File: src/rtl/execute_stage_pkg.sv
// Shared definitions for the EX stage: ALU operation codes and default datapath width.
package execute_stage_pkg;

  localparam int unsigned N_DEFAULT = 64;

  typedef enum logic [3:0] {
    ALU_AND   = 4'b0000,
    ALU_OR    = 4'b0001,
    ALU_ADD   = 4'b0010,
    ALU_SUB   = 4'b0110,
    ALU_PASSB = 4'b0111,
    ALU_NOR   = 4'b1100
  } alu_op_e;

endpackage

File: src/rtl/execute_stage_alu.sv
// Combinational ALU for the EX stage; unsupported codes yield a zero result.
module execute_stage_alu
  import execute_stage_pkg::*;
#(
  parameter int N = N_DEFAULT
) (
  input  logic [N-1:0] a,
  input  logic [N-1:0] b,
  input  logic [3:0]   alu_control,
  output logic [N-1:0] result,
  output logic         zero
);

  logic [N-1:0] w_result;

  always_comb begin
    w_result = '0;
    case (alu_control)
      ALU_AND:   w_result = a & b;
      ALU_OR:    w_result = a | b;
      ALU_ADD:   w_result = a + b;
      ALU_SUB:   w_result = a - b;
      ALU_PASSB: w_result = b;
      ALU_NOR:   w_result = ~(a | b);
      default:   w_result = '0;
    endcase
  end

  assign result = w_result;
  assign zero   = (w_result == '0);

endmodule

File: src/rtl/execute_stage.sv
// EX stage: operand-B select, ALU, branch-target adder and the EX/MEM pipeline register.
module execute_stage
  import execute_stage_pkg::*;
#(
  parameter int N = N_DEFAULT
) (
  input  logic         clk,
  input  logic         reset,
  input  logic         en,
  input  logic         flush,
  input  logic         alu_src,
  input  logic [3:0]   alu_control,
  input  logic [N-1:0] pc_e,
  input  logic [N-1:0] sign_imm_e,
  input  logic [N-1:0] read_data1_e,
  input  logic [N-1:0] read_data2_e,
  output logic [N-1:0] pc_branch_m,
  output logic [N-1:0] alu_result_m,
  output logic [N-1:0] write_data_m,
  output logic         zero_m
);

  logic [N-1:0] w_src_b;
  logic [N-1:0] w_alu_result;
  logic         w_zero;
  logic [N-1:0] w_pc_branch;

  logic [N-1:0] r_pc_branch;
  logic [N-1:0] r_alu_result;
  logic [N-1:0] r_write_data;
  logic         r_zero;

  assign w_src_b = alu_src ? read_data2_e : sign_imm_e;

  execute_stage_alu #(.N(N)) u_alu (
    .a           (read_data1_e),
    .b           (w_src_b),
    .alu_control (alu_control),
    .result      (w_alu_result),
    .zero        (w_zero)
  );

  // Word offset to byte offset; the top two immediate bits fall off.
  assign w_pc_branch = pc_e + {sign_imm_e[N-3:0], 2'b00};

  // A cleared register is a bubble, so zero_m reads 0 there rather than tracking alu_result_m.
  always_ff @(posedge clk or posedge reset) begin
    if (reset) begin
      r_pc_branch  <= '0;
      r_alu_result <= '0;
      r_write_data <= '0;
      r_zero       <= 1'b0;
    end else if (flush) begin
      r_pc_branch  <= '0;
      r_alu_result <= '0;
      r_write_data <= '0;
      r_zero       <= 1'b0;
    end else if (en) begin
      r_pc_branch  <= w_pc_branch;
      r_alu_result <= w_alu_result;
      r_write_data <= read_data2_e;
      r_zero       <= w_zero;
    end
  end

  assign pc_branch_m  = r_pc_branch;
  assign alu_result_m = r_alu_result;
  assign write_data_m = r_write_data;
  assign zero_m       = r_zero;

endmodule

File: config.mk
export PLATFORM = sky130hd
export DESIGN_NAME = execute_stage
export DESIGN_NICKNAME = d
export VERILOG_FILES = /design/src/rtl/execute_stage_pkg.sv /design/src/rtl/execute_stage_alu.sv /design/src/rtl/execute_stage.sv
export SDC_FILE = /design/constraint.sdc
export NUM_CORES = 1
export LEC_CHECK = 0
export ABC_CLOCK_PERIOD_IN_PS = 7800
export CAP_MARGIN = 40
export CORE_ASPECT_RATIO = 0.8
export CORE_MARGIN = 4
export CORE_UTILIZATION = 40
export DETAILED_ROUTE_END_ITERATION = 10
export PLACE_DENSITY = 0.66
export SYNTH_ARGS = -nofsm -noshare
export SYNTH_HDL_FRONTEND = slang
export SYNTH_HIERARCHICAL = 1
export SYNTH_SLANG_ARGS = --single-unit
File: constraint.sdc
create_clock -name clk -period 7.8 [get_ports clk]
set_input_delay 1.56 -clock clk [delete_from_list [all_inputs] [get_ports clk]]
set_output_delay 1.56 -clock clk [all_outputs]
set_load 0.05 [all_outputs]
Word-level counts from Yosys, hierarchy flattened

Cells that the tools add are included.

$add $sub $neg: 3
Multipliers: 0
Divide/modulo/power cells: 0
Magnitude comparators: 0
Equality and inequality tests: 5
Shift-type cells: 0
Mux-type cells: 10
Bitwise gates (word level): 3
Reduce and logical (&&, ||, !) cells: 3

Operator list:

| operator             | count |
|---|---|
| $mux W64             | 7 |
| $pmux W64 S6         | 1 |
| $add A64 B64 Y64     | 2 |
| $and A64 B64 Y64     | 1 |
| $logic_not A64 Y1    | 1 |
| $not A64 Y64         | 1 |
| $or A64 B64 Y64      | 1 |
| $sub A64 B64 Y64     | 1 |
| $eq A4 B3 Y1 const B | 2 |
| $eq A4 B1 Y1 const B | 1 |
| $eq A4 B2 Y1 const B | 1 |
| $eq A4 B4 Y1 const B | 1 |
| $logic_not A4 Y1     | 1 |
| $mux W1              | 2 |
| $reduce_bool A2 Y1   | 1 |

Register bits after elaboration: 193
Latch bits: 0
Memory bits (writable): 0
ROM bits: 0
Input port bits: 265
Memories kept: 0

Depth between registers and ports, before layout

Gate-level depths: netlist of run 1.

Depth in word-level cells: 7
Mapped depth: 31

Modules after synthesis

Netlist of run 1, hierarchy kept.

Modules (own cells, without submodules):

| module            | times used | cells each | area each (µm²) | sequential area each (µm²) |
|---|---|---|---|---|
| execute_stage     | 1          | 1,197      | 11,862.6        | 4,829.6 |
| execute_stage_alu | 1          | 1,312      | 8,557.0         | 0.0 |

Least setup slack after synthesis of run 1

No wires, ideal clock.

Path type: in2reg
From: input port alu_src
To: register r_zero, in the netlist zero_m
Setup time: 0.073 ns
Arrival time: 7.957 ns
Data required time: 7.727 ns
Path slack: -0.229 ns
Cell stages on the path: 27
Path buffers: 4
Cells stage by stage: clkbuf_1 clkbuf_1 mux2_2 clkbuf_1 or4_1 or3_1 or3_1 nor3_2 nand2_1 o31ai_1 xor2_1 ha_1 clkbuf_1 nand2_1 o21ai_0 a211oi_1 a31oi_1 o211ai_1 a211o_1 or4_1 a211o_1 or4_4 nor4b_2 nand4b_1 nor4_2 mux2i_1 nor2_1

RTL lines:

| what                                                        | RTL line                                         | text |
|---|---|---|
| start: declaration                                          | execute_stage.sv:11                              | `input logic alu_src,` |
| $mux W64 (*)                                                | execute_stage.sv:33                              | `assign w_src_b = alu_src ? read_data2_e : sign_imm_e;` |
| net w_src_b[28]                                             | execute_stage.sv:23                              | `logic [N-1:0] w_src_b;` |
| $sub A64 B64 Y64 / $add A64 B64 Y64 (equally long branches) | execute_stage_alu.sv:22, execute_stage_alu.sv:21 |  |
| $pmux W64 S6 (*)                                            | execute_stage_alu.sv:18                          | `case (alu_control)` |
| net w_alu_result[42]                                        | execute_stage.sv:24                              | `logic [N-1:0] w_alu_result;` |
| $logic_not A64 Y1 (*)                                       | execute_stage_alu.sv:30                          | `assign zero = (w_result == '0);` |
| net w_zero                                                  | execute_stage.sv:25                              | `logic w_zero;` |
| $mux W1 (*)                                                 | execute_stage.sv:58                              | `end else if (en) begin` |
| $mux W1 (*)                                                 | execute_stage.sv:53                              | `end else if (flush) begin` |
| end signal: assignment                                      | execute_stage.sv:62                              | `r_zero <= w_zero;` |
| end: declaration                                            | execute_stage.sv:31                              | `logic r_zero;` |

Mark *: on every way through the listed nets, which the timed path passes. The rest lies on a longest branch. The select of a mux whose other input is x is not followed.
A chain may end at the register's enable or synchronous reset.

Final worst setup path of run 1

Same ends and word-level chain as after synthesis.

==> reports/results.tsv, run 1 <==
metric	value	unit
dpl hpwl	74.7	mm
WL final	92.0	mm
Routed WL per cell	23.8	um
clock network fraction of design power	0.209	
initial antenna violation count	6	
Crit Path Class	in2reg	
fmax	132	MHz
vias per cell	5.86	
TritonCTS clock tree	yes	
final worst slack	0.242	ns
layout cells sized above 1	0.176	
Final Hold Violating Endpoints	0	
first-pass GRT wire length	137	mm
CP Buf/Inv Count	3	
Critical Path Sink Type	flip-flop	
sequential element share of the synthesized area	0.237	
Core Area	50100	sq um
Worst setup SP type	input pin	
die area	54800	sq um
internal power	2.49	mW
area delta synth->final	40.6	%
max cap viols	0	
# IOs	458	
status	completed	
Post-route DRC	0	
post-route ant nets	0	
reg2reg setup slack	6.92	ns
minimum hold slack	0.497	ns
EDFF count, synth	0	
critical path peak fanout	11	
Tightest Pin Transition	1.02	ns
Non-Filler Instances	3865	
Layout Skew	0	ns
all-layer global routing usage	0.324	
CTS Buf Count	17	
Hold Buf Count CTS	0	
Max clock buf depth	2	
GPL Wtd Cong	0.980	
setup violators final	0	
vias in the first global route	22400	
logic gate share of total power	0.538	
Yosys warnings	6	
worst skew pair latency	0.50	ns
HP Class	reg2reg	
H-tree depth	4	
FF+latch count, synth	193	
Post-synth top cells	350 x nor2_1, 193 x dfrtp_1, 175 x mux2i_1	
die width	261	um
Starting Density	0.408	
via count	22700	
Leakage	12.6	nW
DR pass1 iterations	6	
max-slew violations	0	
CP delay by family, top	simple AND/OR/NAND/NOR gates	
GR Overflow Total	0	
Setup TNS	0	ns
final core occ	0.574	
Yosys top cell area share	0.237	
Place WS	-0.616	ns
Worst slew margin	0.313	
synth unique cells	103	
Avg Inst Size Synth	8.14	sq um
Reg clk slew, reported paths	0.08	ns
# clock sinks	193	
nets@finish	3569	
Max stage delay on crit path	0.58	ns
worst endpoint data arrival time	7.98	ns
Flop pwr share	0.253	
cell taking the most area after synthesis	dfrtp_1	
most common cell in the netlist	nor2_1	
Synth Flop Type	dfrtp_1	
largest net degree at the start of global routing	119	
final period demand of the worst path	7.56	ns
DIE HEIGHT	210	um
Syn Nets	2903	
Cells after DPL	3830	
switching part of the total power	0.433	
critical path required time	8.22	ns
Synth Cell Area	20400	sq um
Site Rows	73	
number of port buffers	457	
NetSw	1.90	mW
initial drt markers	2002	
Cells after Synth	2509	
Critical-path top delay cell	or4_1	
pwr/cell area	153	nW/um^2
largest cells by area after synthesis	dfrtp_1 24%, mux2i_1 8.6%, ha_1 7.8%	
share of async-settable or async-resettable flops after synthesis	1.00	
Fill cells	4600	
clock root buffer master	clkbuf_16	
peak supply drop	0.202	mV
Final Cycle Share	0.969	
## stage by stage
step | area (sq um) | power (mW)
6_report | 28700 | 4.40
3_3_place_gp | 27900 | 3.43
2_1_floorplan | 20400 | 2.46
3_5_place_dp | 27900 | 3.44
4_1_cts | 28500 | 4.38
5_1_grt | 28700 | 4.62
## area by class of cell
class | instances | area [sq um] | area share
inverters | 38 | 150 | 0.00523
clock inverters | 14 | 148 | 0.00514
well taps | 675 | 845 | 0.0294
multi-input cells | 2101 | 15000 | 0.521
repair buffers | 824 | 7340 | 0.256
clock buffers | 18 | 429 | 0.0149
diodes | 2 | 5.00 | 0.000174
flip-flops and latches | 193 | 4830 | 0.168
## power groups by stage
| stage | Clock, mW | Sequential [mW] | Combinational, mW |
|---|---|---|---|
| after global routing | 0.975 | 1.12 | 2.52 |
| after CTS | 0.939 | 1.11 | 2.32 |
| after detailed placement | 0 | 1.13 | 2.31 |
| after global placement | 0 | 1.13 | 2.30 |
| final | 0.919 | 1.11 | 2.36 |
| after floorplan | 0 | 1.38 | 1.08 |
## cell families after synthesis
kind of cell / synth area share
simple gates: 0.186
compound gates: 0.238
mux: 0.121
buf+inv: 0.0415
flops: 0.237
fa+ha+maj: 0.110
xor+xnor: 0.0678
## registers in the layout, indices dropped and copies added (netlist names)
| register | flops |
|---|---|
| zero_m | 1 |
| write_data_m | 64 |
| alu_result_m | 64 |
| pc_branch_m | 64 |
## worst reg2reg max path, cell delays in order (launching register included)
cell     delay (ns)
dfrtp_1        0.39
mux2_2         0.25
nor2b_1        0.12
## timing repair
item	CTS	global route
resized for setup	2	50
buffers inserted	0	1
pin swaps	0	4
gates cloned	0	0
endpoints found under the hold margin	0	0
setup endpoints to repair	1	3
## per-layer routing
layer | part of all wire | track usage
met5 | 0.00049 | 0
met3 | 0.076 | 0.0716
met1 | 0.42 | 0.409
met4 | 0.048 | 0.140
met2 | 0.46 | 0.536
## final timing paths
check	cells after the start	startpoint	to
min in group asynchronous	2	reset	write_data_m[54]
max in group asynchronous	3	reset	alu_result_m[7]
worst max register to register	2	pc_branch_m[51]	pc_branch_m[51]
worst min register to register	2	pc_branch_m[43]	pc_branch_m[43]
worst max-delay path	26	alu_src	zero_m
worst min-delay path	2	pc_branch_m[43]	pc_branch_m[43]
## cell usage in the layout (no fill, tap or decap), types with 7 or more instances in the layout
cell type and instances:
nor3_2 7, o21bai_1 18, clkbuf_16 17, o21ai_1 28
a21oi_1 152, a21o_1 58, nand2b_1 18, or4_1 8
a21boi_0 7, inv_1 37, xor2_1 79, maj3_1 61
clkdlybuf4s50_1 452, nand2_1 170, a211oi_1 12, nand3_1 40
mux2i_1 175, mux2_2 64, or3_1 28, o221ai_1 16
o211ai_1 15, ha_1 126, nor3_1 44, a22o_1 54
dfrtp_1 193, o31ai_1 18, xnor2_1 79, buf_4 366
a31oi_1 18, nor4_1 9, nor2_1 347, o21a_1 28
and3_1 11, a22oi_1 52, nor2b_1 10, o21ai_0 112
and2_1 11, nand4_1 54, a21oi_2 13
Power figures use the tool's default switching activity.
==> inputs of run 2 (changes only) <==
--- a/config.mk
+++ b/config.mk
@@ -7,11 +7,13 @@
 export LEC_CHECK = 0
 export ABC_CLOCK_PERIOD_IN_PS = 7800
 export CAP_MARGIN = 40
+export CELL_PAD_IN_SITES_DETAIL_PLACEMENT = 0
+export CELL_PAD_IN_SITES_GLOBAL_PLACEMENT = 1
 export CORE_ASPECT_RATIO = 0.8
 export CORE_MARGIN = 4
-export CORE_UTILIZATION = 40
+export CORE_UTILIZATION = 39
 export DETAILED_ROUTE_END_ITERATION = 10
-export PLACE_DENSITY = 0.66
+export PLACE_DENSITY_LB_ADDON = 0.1
 export SYNTH_ARGS = -nofsm -noshare
 export SYNTH_HDL_FRONTEND = slang
 export SYNTH_HIERARCHICAL = 1
==> run 2 against run 1 <==
Non-clock buffer count rose by 24; total power rose by 0.86%; routed wire length rose by 0.68%; core utilization fell by 1.1 points; critical path depth fell by 2; worst hold slack got worse by 0.0028 ns; largest power group unchanged.
==> reports/results.tsv, run 2 (synthesized netlist as in run 1, its figures left out) <==
metric	value	unit	change
die width	264	um	was 261 um
critical path required time	8.25	ns	was 8.22 ns
Crit Path Class	in2reg		unchanged
WL final	92.6	mm	was 92.0 mm
Non-Filler Instances	3902		was 3865
area occupied by multi-input gates	15000	sq um	about the same
NetSw	1.93	mW	was 1.90 mW
clock network fraction of design power	0.212		was 0.209
Core Area	51400	sq um	was 50100 sq um
Max clock buf depth	2		unchanged
Flop pwr share	0.251		was 0.253
minimum hold slack	0.494	ns	was 0.497 ns
final worst slack	0.271	ns	was 0.242 ns
final core occ	0.563		was 0.574
# IOs	458		unchanged
via count	22800		was 22700
worst skew pair latency	0.51	ns	was 0.50 ns
max-slew violations	0		unchanged
placed cell area	28100	sq um	was 27900 sq um
final period demand of the worst path	7.53	ns	was 7.56 ns
setup violators final	0		unchanged
CTS Buf Count	17		unchanged
die area	56100	sq um	was 54800 sq um
Final Hold Violating Endpoints	0		unchanged
H-tree depth	4		unchanged
Power, Total	4.43	mW	was 4.40 mW
Fill cells	4832		was 4600
Final Cycle Share	0.965		was 0.969
Critical Path Sink Type	flip-flop		unchanged
Routed WL per cell	23.7	um	was 23.8 um
critical path peak fanout	7		was 11
status	completed		unchanged
clock root buffer master	clkbuf_16		unchanged
GPL Wtd Cong	0.951		was 0.980
logic gate share of total power	0.537		was 0.538
Worst slew margin	0.373		was 0.313
peak supply drop	0.185	mV	was 0.202 mV
DIE HEIGHT	213	um	was 210 um
initial antenna violation count	13		was 6
HP Class	reg2reg		unchanged
DR pass1 iterations	5		was 6
Tightest Pin Transition	0.941	ns	was 1.02 ns
Starting Density	0.397		was 0.408
max cap viols	0		unchanged
M1 WL	38.8	mm	was 38.2 mm
largest net degree at the start of global routing	72		was 119
Layout Skew	0	ns	unchanged
Setup Buffers After CTS	0		unchanged
Setup TNS	0	ns	unchanged
nets@finish	3593		was 3569
Worst setup SP type	input pin		unchanged
Max Used Layer	met5		unchanged
vias in the first global route	22800		was 22400
vias per cell	5.83		was 5.86
number of port buffers	457		unchanged
commonest non-fill, non-tap cell in the layout	clkdlybuf4s50_1		unchanged
# clock sinks	193		unchanged
dpl hpwl	75.2	mm	was 74.7 mm
Post-route DRC	0		unchanged
pwr/cell area	153	nW/um^2	about the same
Place WS	-0.536	ns	was -0.616 ns
final instance area	28900	sq um	was 28700 sq um
first-pass GRT wire length	139	mm	was 137 mm
most frequent cells in the layout	452 x clkdlybuf4s50_1, 388 x buf_4, 346 x nor2_1		was 452 x clkdlybuf4s50_1, 366 x buf_4, 347 x nor2_1
Reg clk slew, reported paths	0.08	ns	about the same
met3 WL post-DR	6.63	mm	was 6.99 mm
post-route ant nets	0		unchanged
WL met2	44.0	mm	was 42.3 mm
register area	4830	sq um	unchanged
Hold Buf Count CTS	0		unchanged
switching part of the total power	0.435		was 0.433
Leakage	12.8	nW	was 12.6 nW
Site Rows	74		was 73
layout cells sized above 1	0.182		was 0.176
Cells after DPL	3864		was 3830
area delta synth->final	41.6	%	was 40.6%
GR Overflow Total	0		unchanged
internal power	2.51	mW	was 2.49 mW
TritonCTS clock tree	yes		unchanged
Resize count post-CTS	0		was 2
all-layer global routing usage	0.320		was 0.324
initial drt markers	1935		was 2002
worst endpoint data arrival time	7.98	ns	about the same
fmax	133	MHz	was 132 MHz
[run 2: worst paths after layout]
| kind | start | to | slack, ns | cells past startpoint |
|---|---|---|---|---|
| worst max-delay path | read_data2_e[17] | zero_m | 0.27 | 24 |
| worst min-delay path | pc_branch_m[43] | pc_branch_m[43] | 0.49 | 2 |
| worst max register to register | pc_branch_m[51] | pc_branch_m[51] | 6.91 | 2 |
| worst min register to register | pc_branch_m[43] | pc_branch_m[43] | 0.49 | 2 |
| max in group asynchronous | reset | pc_branch_m[12] | 5.05 | 3 |
| min in group asynchronous | reset | write_data_m[42] | 1.49 | 2 |
[run 2: final cells by class]
type                    instances  area share
multi-input cells            2101       0.517
diodes                          6    0.000519
well taps                     684      0.0296
flip-flops and latches        193       0.167
inverters                      38     0.00519
repair buffers                848       0.260
clock buffers                  17      0.0147
clock inverters                15     0.00554
[run 2: routing by layer]
| metal | global-route usage | vias up |
|---|---|---|
| li1 | - | 10600 |
| met1 | 0.410 | 11000 |
| met5 | 0 | - |
| met3 | 0.0571 | 135 |
| met4 | 0.117 | 10 |
| met2 | 0.546 | 1000 |
[run 2: power by group through the flow]
stage          Combinational (mW)  Sequential, mW  Clock, mW
5_1_grt                      2.54            1.12      0.994
2_1_floorplan                1.08            1.38          0
3_5_place_dp                 2.32            1.13          0
3_3_place_gp                 2.31            1.13          0
6_report                     2.38            1.11      0.940
4_1_cts                      2.34            1.11      0.961
[run 2: critical path: stages]
cell and delay, ns:
clkdlybuf4s50_1 0.44, mux2_2 0.29, or3_1 0.44, or3_4 0.39, nor3_1 0.21, nand3_1 0.13
buf_4 0.15, o31ai_1 0.29, xor2_1 0.20, ha_1 0.26, buf_4 0.18, nand4_1 0.12
o211ai_1 0.15, a221o_1 0.40, o211a_1 0.14, or3_1 0.40, or4_1 0.59, a211o_1 0.31
or4_4 0.51, nor4b_2 0.27, nand4b_1 0.16, nor4_2 0.17, mux2i_1 0.11, nor2_1 0.11
